`src/rtl/alu_arbiter.sv`:
```
// Round-robin arbiter sharing one combinational ALU between two requesters,
// with a bounded ownership lock and a registered result/flag return path.
package alu_arbiter_pkg;
  typedef enum logic [2:0] {
    ALU_ADD  = 3'd0,
    ALU_SUB  = 3'd1,
    ALU_AND  = 3'd2,
    ALU_OR   = 3'd3,
    ALU_XOR  = 3'd4,
    ALU_SLL  = 3'd5,
    ALU_SRL  = 3'd6,
    ALU_PASS = 3'd7
  } aluop_t;
endpackage

module alu_arbiter
  import alu_arbiter_pkg::*;
#(
  parameter int unsigned MAX_LOCK = 4
) (
  input  logic        CLK,
  input  logic        nRST,
  input  logic [1:0]  req,
  input  logic [1:0]  lock,
  input  aluop_t      op0,
  input  aluop_t      op1,
  input  logic [31:0] a0,
  input  logic [31:0] b0,
  input  logic [31:0] a1,
  input  logic [31:0] b1,
  output logic [1:0]  gnt,
  output logic [1:0]  rvalid,
  output logic [31:0] rout,
  output logic        rnf,
  output logic        rzf,
  output logic        rvf,
  output aluop_t      alu_op,
  output logic [31:0] alu_a,
  output logic [31:0] alu_b,
  input  logic [31:0] alu_out,
  input  logic        alu_nf,
  input  logic        alu_zf,
  input  logic        alu_vf
);

  typedef enum logic [1:0] {
    IDLE = 2'd0,
    OWN0 = 2'd1,
    OWN1 = 2'd2
  } state_t;

  localparam logic [3:0] MAX_LOCK_W = 4'(MAX_LOCK);

  state_t      state_reg, state_next;
  logic [3:0]  lcnt_reg, lcnt_next;
  logic        keep0, keep1;

  // The owner may hold the ALU against a waiting peer only while under budget.
  assign keep0 = (state_reg == OWN0) && lock[0] && (lcnt_reg < MAX_LOCK_W);
  assign keep1 = (state_reg == OWN1) && lock[1] && (lcnt_reg < MAX_LOCK_W);

  always_ff @(posedge CLK or negedge nRST) begin
    if (!nRST) begin
      state_reg <= IDLE;
      lcnt_reg  <= 4'd0;
    end else begin
      state_reg <= state_next;
      lcnt_reg  <= lcnt_next;
    end
  end

  always_comb begin
    gnt        = 2'b00;
    state_next = state_reg;
    lcnt_next  = lcnt_reg;

    // No operation is issued while reset is asserted.
    if (nRST) begin
      case (req)
        2'b01: gnt = 2'b01;
        2'b10: gnt = 2'b10;
        2'b11: begin
          case (state_reg)
            OWN0:    gnt = keep0 ? 2'b01 : 2'b10;
            OWN1:    gnt = keep1 ? 2'b10 : 2'b01;
            default: gnt = 2'b01;
          endcase
        end
        default: gnt = 2'b00;
      endcase
    end

    if (gnt[0]) begin
      state_next = OWN0;
      if ((state_reg == OWN0) && lock[0]) begin
        // An unchallenged lock holds the count rather than consuming budget.
        if (req[1] && (lcnt_reg < MAX_LOCK_W))
          lcnt_next = lcnt_reg + 4'd1;
      end else begin
        lcnt_next = 4'd0;
      end
    end else if (gnt[1]) begin
      state_next = OWN1;
      if ((state_reg == OWN1) && lock[1]) begin
        if (req[0] && (lcnt_reg < MAX_LOCK_W))
          lcnt_next = lcnt_reg + 4'd1;
      end else begin
        lcnt_next = 4'd0;
      end
    end
  end

  always_comb begin
    alu_op = ALU_ADD;
    alu_a  = 32'h0;
    alu_b  = 32'h0;
    if (gnt[0]) begin
      alu_op = op0;
      alu_a  = a0;
      alu_b  = b0;
    end else if (gnt[1]) begin
      alu_op = op1;
      alu_a  = a1;
      alu_b  = b1;
    end
  end

  // Result and flags are held across idle cycles; only rvalid pulses.
  always_ff @(posedge CLK or negedge nRST) begin
    if (!nRST) begin
      rvalid <= 2'b00;
      rout   <= 32'h0;
      rnf    <= 1'b0;
      rzf    <= 1'b0;
      rvf    <= 1'b0;
    end else begin
      rvalid <= gnt;
      if (gnt != 2'b00) begin
        rout <= alu_out;
        rnf  <= alu_nf;
        rzf  <= alu_zf;
        rvf  <= alu_vf;
      end
    end
  end

endmodule

```
`config.mk`:
```
export PLATFORM = sky130hd
export DESIGN_NAME = alu_arbiter
export DESIGN_NICKNAME = d
export VERILOG_FILES = /design/src/rtl/alu_arbiter.sv
export SDC_FILE = /design/constraint.sdc
export NUM_CORES = 1
export LEC_CHECK = 0
export BUFFER_PORTS_ARGS = -buffer_cell sky130_fd_sc_hd__buf_2
export CAP_MARGIN = 40
export CORE_AREA = 2 2 110 112
export DETAILED_ROUTE_END_ITERATION = 7
export DIE_AREA = 0 0 112 114
export HOLD_SLACK_MARGIN = 0.02
export PLACE_DENSITY = 0.59
export SYNTH_ARGS = -nofsm -noshare
export SYNTH_HDL_FRONTEND = slang
export SYNTH_SLANG_ARGS = --single-unit
```
`constraint.sdc`:
```
create_clock -name CLK -period 3.1 [get_ports CLK]
set_input_delay 0.31 -clock CLK [delete_from_list [all_inputs] [get_ports CLK]]
set_output_delay 0.31 -clock CLK [all_outputs]
set_load 0.1 [all_outputs]
```
==> qor.yml, run 1 <==
sta:
  period_minus_slack_ns: 2.92
  tns_ns: 0
  tightest_slew_ns: 0.560
  skew_ns: 0.00339
  setup_violations: 0
  period_share_pct: 94.2
  slew_violations: 0
  maxSlewHeadroom_pct: 62.7
  rsz0062_at_grt: "no"
  final_hold_viol_count: 0
  max_freq_mhz: 342
min_path:
  min_path_type: "in2async"
setup_path:
  worstSetupPathType: "reg2out"
  critPathCaptureType: "output port"
  critPathLaunchType: "flip-flop"
  critical_path_required_ns: 2.79
  arrival_ns: 2.61
  cp_max_fo: 10
synthesis:
  dominantRegCellSynth: "dfrtp_1"
  syn_area_sq_um: 2630
  async_reset_ff_share_pct: 100
  ys_warn_count: 0
  synth_edf_count: 0
  ys_ff_latch: 43
  synth_area_per_cell_sq_um: 12.6
  synthCells: 208
  syn_nets: 386
  yosysSeqAreaShare_pct: 41.0
  synth_cell_types: 29
clocking:
  cts.root.buffer_cell: "clkbuf_16"
  clockBufferDepth: 2
  clkTransAtPathRegs_ns: 0.06
  cts_buffers: 5
  h-tree-depth: 2
  worstSkewPairLatency_ns: 0.28
  holdBufCountCts: 0
  clkSinkCount: 43
  cts_tree: "yes"
  cts_resized: 0
  post_cts_buffers: 0
die:
  rows: 40
  io_pins: 281
  die-area_sq_um: 12800
  die_h_microns: 114
  die_w_microns: 112
  core_area_sq_um: 11700
  floorplan.initialDensity_pct: 22.4
finish:
  drive_gt1_share_pct: 69.7
  seq_area_sq_um: 1080
  multiInputGateArea_sq_um: 1400
  fillers: 1080
  largest_reg_flops: 32
  most-common-layout-cells: "buf_2, buf_12, a22o_1"
  final_nets: 665
  final_common_cell: "buf_2"
  area_growth_pct: 105
route:
  ant_nets: 0
  drt_wl_total_microns: 11200
  vias: 2924
  drt_iter0_markers: 107
  wl_per_cell_microns: 17.6
  vias_per_cell: 4.60
  drtPass1Iterations: 4
  drc_errors: 0
global_routing:
  grtUsageMet3_pct: 3.72
  grt_pass1_vias: 2865
  grtUsageMet2_pct: 30.4
  grt_use_met1_pct: 20.4
  grt_antenna_before_repair: 0
  grt_pass1_wl_microns: 16300
  grt_max_degree: 71
  grt-busiest-layer: "met2"
  grt_overflow_total: 0
  track_usage_pct: 16.9
power_and_ir_drop:
  power.density_nw_per_um2: 1170
  leakage_nw: 2.69
  p_total_mw: 6.30
  ir_drop_mv: 1.20
flow_run:
  cap_viol_max_count: 0
status:
  status: "finished clean"
place:
  gp_congestion: 0.934
  dp_hpwl_microns: 9660
  port_buffers: 280
==> path summary, 6_finish.rpt <==
kind                                                end                     start  slack [ns]  depth (start not counted)
worst max-delay path                          alu_op[2]  state_reg[0]$_DFFE_PN0P_        0.18                         10
worst min-delay path            lcnt_reg[0]$_DFFE_PN0P_                      nRST        0.17                          2
worst max register to register  lcnt_reg[1]$_DFFE_PN0P_   lcnt_reg[2]$_DFFE_PN0P_        0.67                          6
worst min register to register     rout[29]$_DFFE_PN0P_      rout[29]$_DFFE_PN0P_        0.50                          1
max in group asynchronous          rout[13]$_DFFE_PN0P_                      nRST        2.55                          2
min in group CLK                   rout[23]$_DFFE_PN0P_               alu_out[23]        0.26                          2
==> cells in the mapped netlist, drive strengths merged (2+ instances only) <==
| cell type | instances | area (sq um) |
|---|---|---|
| mux2 | 37 | 522 |
| clkbuf | 5 | 18.8 |
| or3b | 2 | 17.5 |
| buf | 14 | 125 |
| a41oi | 2 | 17.5 |
| nor2 | 5 | 28.8 |
| a22o | 68 | 596 |
| inv | 6 | 22.5 |
| dfrtp | 43 | 1080 |
| and3 | 2 | 12.5 |
| o21ai | 2 | 10.0 |
| ha | 3 | 37.5 |
| and2 | 2 | 12.5 |
| a21oi | 4 | 20.0 |
| nand2 | 4 | 15.0 |
==> where the power goes <==
part,internal (mW),switching [mW]
Sequential,0.812,0.123
Clock,0.342,0.204
Combinational,1.31,3.51
Total,2.47,3.83
==> worst max-delay path, stage by stage, from the launching register on <==
cell and delay, ns:
dfrtp_1 0.34, inv_1 0.06, ha_1 0.32, nand2b_1 0.20, a221oi_4 0.37, nor2_4 0.10
nor2_4 0.11, buf_4 0.18, buf_4 0.18, a22o_1 0.26, buf_12 0.21
==> kinds of logic after synthesis <==
| family | synth area share, % |
|---|---|
| compound gates | 27.3 |
| fa+ha+maj | 1.43 |
| buf+inv | 6.34 |
| flops | 41.0 |
| mux | 19.9 |
| simple gates | 4.05 |
==> metrics by stage <==
stage          hold WS [ns]  util, %  area [sq um]  setup WS [ns]  std cells
6_report              0.165     46.1          5390          0.178        636
5_1_grt               0.220     46.0          5390         0.0770        635
2_1_floorplan        0.0144        -          2630          0.378        208
4_1_cts               0.177     45.8          5370         0.0136        632
3_5_place_dp          0.485     44.5          5210          0.333        624
3_3_place_gp          0.469     44.2          5180          0.393        623
==> final cells by class <==
| class | instances | area share (%) |
|---|---|---|
| repair buffers | 291 | 47.2 |
| flip-flops and latches | 43 | 19.9 |
| clock buffers | 7 | 2.83 |
| diodes | 1 | 0.0464 |
| well taps | 147 | 3.41 |
| inverters | 6 | 0.418 |
| clock inverters | 1 | 0.139 |
| multi-input cells | 140 | 26.0 |
==> metal layers <==
layer,up-vias,part of all wire [%]
met4,0,1.6
met5,-,0
met1,1351,40
met3,10,8.3
li1,1374,-
met2,189,50
Note: power is estimated with default switching activity, not from simulation.
==> inputs of run 2 (changes only) <==
HOLD_SLACK_MARGIN = 0.12   (was 0.02)
PLACE_DENSITY = 0.62   (was 0.59)
==> run 2 against run 1 <==
Core utilization is 0.42 points lower. Combinational power shrank 1%. Setup slack got worse by 0.043 ns. Register-to-register slack got worse by 0.23 ns. Count of clock-buffer cells in the layout decreased by 1. Critical endpoint is now alu_b[31]. Largest cell class unchanged.
==> qor.yml, run 2 (synthesized netlist as in run 1, its figures left out) <==
clocking:
  cts_resized: 0  # unchanged
  cts.root.buffer_cell: "clkbuf_16"  # unchanged
  cts_tree: "yes"  # unchanged
  post_cts_buffers: 0  # unchanged
  clkTransAtPathRegs_ns: 0.06  # about the same
  clkSinkCount: 43  # unchanged
  worstSkewPairLatency_ns: 0.27  # was 0.28 ns
  h-tree-depth: 2  # unchanged
  cts_buffers: 5  # unchanged
  clockBufferDepth: 2  # unchanged
sta:
  max_freq_mhz: 337  # was 342 MHz
  tightest_slew_ns: 0.825  # was 0.560 ns
  maxSlewHeadroom_pct: 44.9  # was 62.7%
  slew_violations: 0  # unchanged
  period_share_pct: 95.6  # was 94.2%
  tns_ns: 0  # unchanged
  skew_ns: 0.00307  # was 0.00339 ns
  period_minus_slack_ns: 2.96  # was 2.92 ns
  rsz0062_at_grt: "no"  # unchanged
  setup_violations: 0  # unchanged
  final_hold_viol_count: 0  # unchanged
route:
  ant_nets: 0  # unchanged
  drt_wl_total_microns: 10300  # was 11200 microns
  drt_iter0_markers: 131  # was 107
  drtPass1Iterations: 4  # unchanged
  wl_per_cell_microns: 16.4  # was 17.6 microns
  vias: 2924  # unchanged
  drc_errors: 0  # unchanged
  vias_per_cell: 4.65  # was 4.60
global_routing:
  grt_antenna_before_repair: 1  # was 0
  grt_overflow_total: 0  # unchanged
  track_usage_pct: 15.2  # was 16.9%
  grt_pass1_vias: 3008  # was 2865
  grt_max_degree: 71  # unchanged
  grt_pass1_wl_microns: 15500  # was 16300 microns
die:
  rows: 40  # unchanged
  die_h_microns: 114  # unchanged
  die_w_microns: 112  # unchanged
  io_pins: 281  # unchanged
  floorplan.initialDensity_pct: 22.4  # unchanged
  core_area_sq_um: 11700  # unchanged
  die-area_sq_um: 12800  # unchanged
place:
  placed_cells: 620  # was 624
  placed_area_sq_um: 5150  # was 5210 sq um
  dp_hpwl_microns: 8540  # was 9660 microns
  port_buffers: 280  # unchanged
  gp_congestion: 0.950  # was 0.934
finish:
  area_growth_pct: 104  # was 105%
  largest_reg_flops: 32  # unchanged
  final_common_cell: "buf_2"  # unchanged
  final_nets: 659  # was 665
  design_area_sq_um: 5350  # was 5390 sq um
  diodes: 0  # was 1
  most-common-layout-cells: "buf_2, buf_12, a22o_1"  # unchanged
  drive_gt1_share_pct: 68.9  # was 69.7%
  final_cell_count_no_fill: 629  # was 636
  finish.utilization_pct: 45.6  # was 46.1%
min_path:
  worstHoldPathCells: 2
  worstHoldStart: "alu_out[4]"
  min_path_type: "in2reg"  # was in2async
power_and_ir_drop:
  power.density_nw_per_um2: 1190  # was 1170 nW/um^2
  pwr-share-clk_pct: 10.4  # was 8.7%
  p_switching_mw: 3.83  # about the same
  p_total_mw: 6.38  # was 6.30 mW
  p_int_mw: 2.55  # was 2.47 mW
  swShare_pct: 60.0  # was 60.9%
  leakage_nw: 2.67  # was 2.69 nW
  ir_drop_mv: 1.10  # was 1.20 mV
  pwr-share-seq_pct: 14.8  # about the same
  combinationalPowerShare_pct: 74.7  # was 76.5%
setup_path:
  r2r-start: "state_reg[0]$_DFFE_PN0P_"  # was lcnt_reg[2]$_DFFE_PN0P_
  worstSetupPathType: "reg2out"  # unchanged
  critical_path_required_ns: 2.79  # about the same
  r2r_cells: 7  # was 6
  critPathLaunchType: "flip-flop"  # unchanged
  cp_max_fo: 67  # was 10
  critPathCaptureType: "output port"  # unchanged
  arrival_ns: 2.65  # was 2.61 ns
  cp-startpoint: "state_reg[0]$_DFFE_PN0P_"  # unchanged
status:
  status: "finished clean"  # unchanged
flow_run:
  cap_viol_max_count: 0  # unchanged
[run 2: path summary, 6_finish.rpt]
path / endpoint / slack, ns
worst max-delay path: alu_b[31] / 0.14
worst min-delay path: rout[4]$_DFFE_PN0P_ / 0.26
worst max register to register: rout[0]$_DFFE_PN0P_ / 0.44
worst min register to register: rout[7]$_DFFE_PN0P_ / 0.51
max in group asynchronous: rvalid[0]$_DFF_PN0_ / 1.95
min in group asynchronous: rout[29]$_DFFE_PN0P_ / 0.41
[run 2: worst max-delay path: stages, from the launching register on]
cell      delay (ns)
dfrtp_1         0.35
inv_1           0.06
ha_1            0.34
nand2b_1        0.21
a221oi_4        0.37
nor2_4          0.10
nor2_4          0.14
buf_12          0.26
a22o_1          0.30
buf_12          0.21
[run 2: per-layer routing]
layer	part of all wire (%)	GRT usage [%]
met2	50	27.3
met4	2.2	4.72
met3	8.7	4.14
met5	0.16	0
met1	39	17.7
[run 2: area by class of cell]
cell class | count | area, sq um
Tap cell | 147 | 184
Clock inverter | 2 | 60.1
Timing Repair Buffer | 285 | 2470
Sequential cell | 43 | 1080
Clock buffer | 6 | 129
Inverter | 6 | 22.5
Fill cell | 1072 | 6370
Multi-Input combinational cell | 140 | 1400
[run 2: what timing repair did]
item | 4_1_cts | 5_1_grt
hold buffers | 1 | 0
setup endpoints to repair | 0 | 0
endpoints found under the hold margin | 2 | 0
[run 2: stage by stage]
step	hold WS, ns	setup slack, ns
after floorplan	0.0144	0.378
after global placement	0.134	0.551
after detailed placement	0.136	0.434
after CTS	0.257	0.148
after global routing	0.256	0.0115
final	0.262	0.136
[run 2: power groups by stage]
stage               sequential (mW)  combinational (mW)  clock (mW)
finish                        0.947                4.77       0.666
global route                  0.976                4.89       0.710
CTS                           0.948                4.79       0.683
detailed placement            0.952                4.78           0
global placement              0.944                4.74           0
floorplan                      2.66                1.88           0
==> inputs of run 3 (changes only) <==
CORE_AREA = 10 10 101 103   (was 2 2 110 112)
DIE_AREA = 0 0 111 113   (was 0 0 112 114)
PLACE_DENSITY = 0.8   (was 0.62)
clock period = 3.2 ns   (was 3.1 ns; I/O delays follow)
==> run 3 against run 2 <==
Wire length grew 24%. Critical endpoint is now alu_a[16]. First-iteration DRC count shrank 18%. Highest routed layer is now met4. Register-to-register slack gained 0.09 ns. Critical path depth shrank 1.
==> qor.yml, run 3 (synthesized netlist as in run 1, its figures left out) <==
route:
  vias_per_cell: 4.96  # was 4.65
  wl_per_cell_microns: 21.7  # was 16.4 microns
  drt_wl_total_microns: 12800  # was 10300 microns
  ant_nets: 0  # unchanged
  drtPass1Iterations: 4  # unchanged
  vias: 2909  # was 2924
  drt_iter0_markers: 108  # was 131
  drc_errors: 0  # unchanged
setup_path:
  critical_path_required_ns: 2.88  # was 2.79 ns
  slowest_delay_ns: 0.60  # was 0.37 ns
  worstSetupPathType: "reg2out"  # unchanged
  path_cells: "inv_1 -> ha_1 -> nand2b_1 -> a221oi_4 -> nor2_4 -> buf_4 -> a22o_1 -> buf_12"  # was inv_1 -> ha_1 -> nand2b_1 -> a221oi_4 -> nor2_4 -> nor2_4 -> buf_12 -> a22o_1 -> buf_12
  arrival_ns: 2.63  # was 2.65 ns
  critPathCaptureType: "output port"  # unchanged
  r2r_cells: 7  # unchanged
  r2r_end: "rout[27]$_DFFE_PN0P_"  # was rout[0]$_DFFE_PN0P_
  r2r_slack_ns: 0.53  # was 0.44 ns
  r2r-start: "state_reg[0]$_DFFE_PN0P_"  # unchanged
  critPathLaunchType: "flip-flop"  # unchanged
  cp_slowest_cell: "buf_4"  # was a221oi_4
  cp_max_fo: 70  # was 67
  cp-startpoint: "state_reg[0]$_DFFE_PN0P_"  # unchanged
place:
  gp_congestion: 0.904  # was 0.950
  placed_area_sq_um: 5100  # was 5150 sq um
  detailedPlace.worstSlack_ns: 0.551  # was 0.434 ns
  dp_hpwl_microns: 11100  # was 8540 microns
  port_buffers: 280  # unchanged
die:
  core_area_sq_um: 8130  # was 11700 sq um
  io_pins: 281  # unchanged
  die_h_microns: 113  # was 114 microns
  rows: 33  # was 40
  die_w_microns: 111  # was 112 microns
  die-area_sq_um: 12500  # was 12800 sq um
  floorplan.initialDensity_pct: 32.3  # was 22.4%
global_routing:
  grt_overflow_total: 0  # unchanged
  track_usage_pct: 19.1  # was 15.2%
  grt_antenna_before_repair: 0  # was 1
  grt_pass1_vias: 3301  # was 3008
  grt_max_degree: 71  # unchanged
  grt_pass1_wl_microns: 19500  # was 15500 microns
power_and_ir_drop:
  ir_drop_mv: 0.458  # was 1.10 mV
  leakage_nw: 2.62  # was 2.67 nW
  power.density_nw_per_um2: 1140  # was 1190 nW/um^2
finish:
  drive_gt1_share_pct: 68.9  # unchanged
  final_common_cell: "buf_2"  # unchanged
  most-common-layout-cells: "buf_2, buf_12, a22o_1"  # unchanged
  largest_reg_flops: 32  # unchanged
  final_nets: 659  # unchanged
  diodes: 0  # unchanged
  design_area_sq_um: 5190  # was 5350 sq um
  area_growth_pct: 97.7  # was 104%
  finish.utilization_pct: 63.8  # was 45.6%
sta:
  slew_violations: 0  # unchanged
  rsz0062_at_grt: "no"  # unchanged
  tns_ns: 0  # unchanged
  setup_violations: 0  # unchanged
  final_hold_viol_count: 0  # unchanged
  tightest_slew_ns: 0.903  # was 0.825 ns
  max_freq_mhz: 339
  fin_ws_ns: 0.247  # was 0.136 ns
  worst_hold_slack_ns: 0.259  # was 0.262 ns
  maxSlewHeadroom_pct: 39.7  # was 44.9%
  period_minus_slack_ns: 2.95
  period_share_pct: 92.3
  skew_ns: 0.00523  # was 0.00307 ns
clocking:
  clkSinkCount: 43  # unchanged
  clockBufferDepth: 2  # unchanged
  clkTransAtPathRegs_ns: 0.08  # was 0.06 ns
  cts.root.buffer_cell: "clkbuf_8"  # was clkbuf_16
  cts_buffers: 5  # unchanged
  cts_resized: 0  # unchanged
  h-tree-depth: 2  # unchanged
  worstSkewPairLatency_ns: 0.29  # was 0.27 ns
  cts_tree: "yes"  # unchanged
status:
  status: "finished clean"  # unchanged
min_path:
  min_to: "rout[23]$_DFFE_PN0P_"  # was rout[4]$_DFFE_PN0P_
  min_path_type: "in2reg"  # unchanged
  worstHoldStart: "alu_out[23]"  # was alu_out[4]
  worstHoldPathCells: 2  # unchanged
flow_run:
  cap_viol_max_count: 0  # unchanged
==> run 3: cell types whose count changed in the layout (fill, tap and decap cells not counted) <==
cell,previous run,this run
buf_2,213,212
buf_4,2,3
bufinv_16,2,0
clkbuf_16,5,0
clkbuf_8,0,5
clkinv_2,0,1
clkinvlp_4,0,1
==> run 3: stage by stage <==
stage,std cells,power (mW)
after detailed placement,578,5.61
after floorplan,208,4.40
after global placement,578,5.52
after global routing,587,6.09
final,587,5.91
after CTS,587,5.94
==> run 3: routing by layer <==
metal	up-vias	wire, microns	part of all wire, %	GRT usage (%)
li1	1359	-	-	-
met1	1346	4430	35	18.8
met2	186	6680	52	35.4
met3	18	1390	11	8.66
met4	0	255	2.0	5.12
met5	-	0	0	0
==> run 3: area by class of cell <==
class / count / area [sq um]
well taps: 105 / 131
clock buffers: 6 / 72.6
multi-input cells: 140 / 1400
inverters: 6 / 22.5
clock inverters: 2 / 12.5
repair buffers: 285 / 2470
fillers: 616 / 2940
flip-flops and latches: 43 / 1080
==> run 3: repair_timing <==
action / CTS / global route
hold buffers: 1 / 0
endpoints found under the hold margin: 5 / 0
setup endpoints to repair: 0 / 0
setup buffers: 0 / 0
==> run 3: worst max-delay path, delay by kind of cell (launching register included) <==
| kind | cells | cell delay, ns |
|---|---|---|
| AND/OR/NAND/NOR | 2 | 0.35 |
| AO/OA/AOI/OAI | 2 | 0.41 |
| adder cells (fa/ha/maj) | 1 | 0.32 |
| flip-flops | 1 | 0.37 |
| buffers and inverters | 3 | 0.85 |
==> run 3: worst max-delay path by stage <==
stage | end | slack [ns] | cells past startpoint
floorplan | alu_a[10] | 0.47 | 9
global placement | rout[27]$_DFFE_PN0P_ | 0.67 | 7
detailed placement | rout[27]$_DFFE_PN0P_ | 0.55 | 7
CTS | alu_b[0] | 0.25 | 7
global route | alu_b[0] | 0.09 | 6
finish | alu_a[16] | 0.25 | 8
==> run 3: where the power goes <==
part	leakage (nW)	switching [mW]	internal (mW)	total (mW)
combinational	2.06	3.42	1.24	4.66
sequential	0.513	0.136	0.785	0.921
clock	0.0412	0.173	0.152	0.326
total	2.62	3.73	2.18	5.91
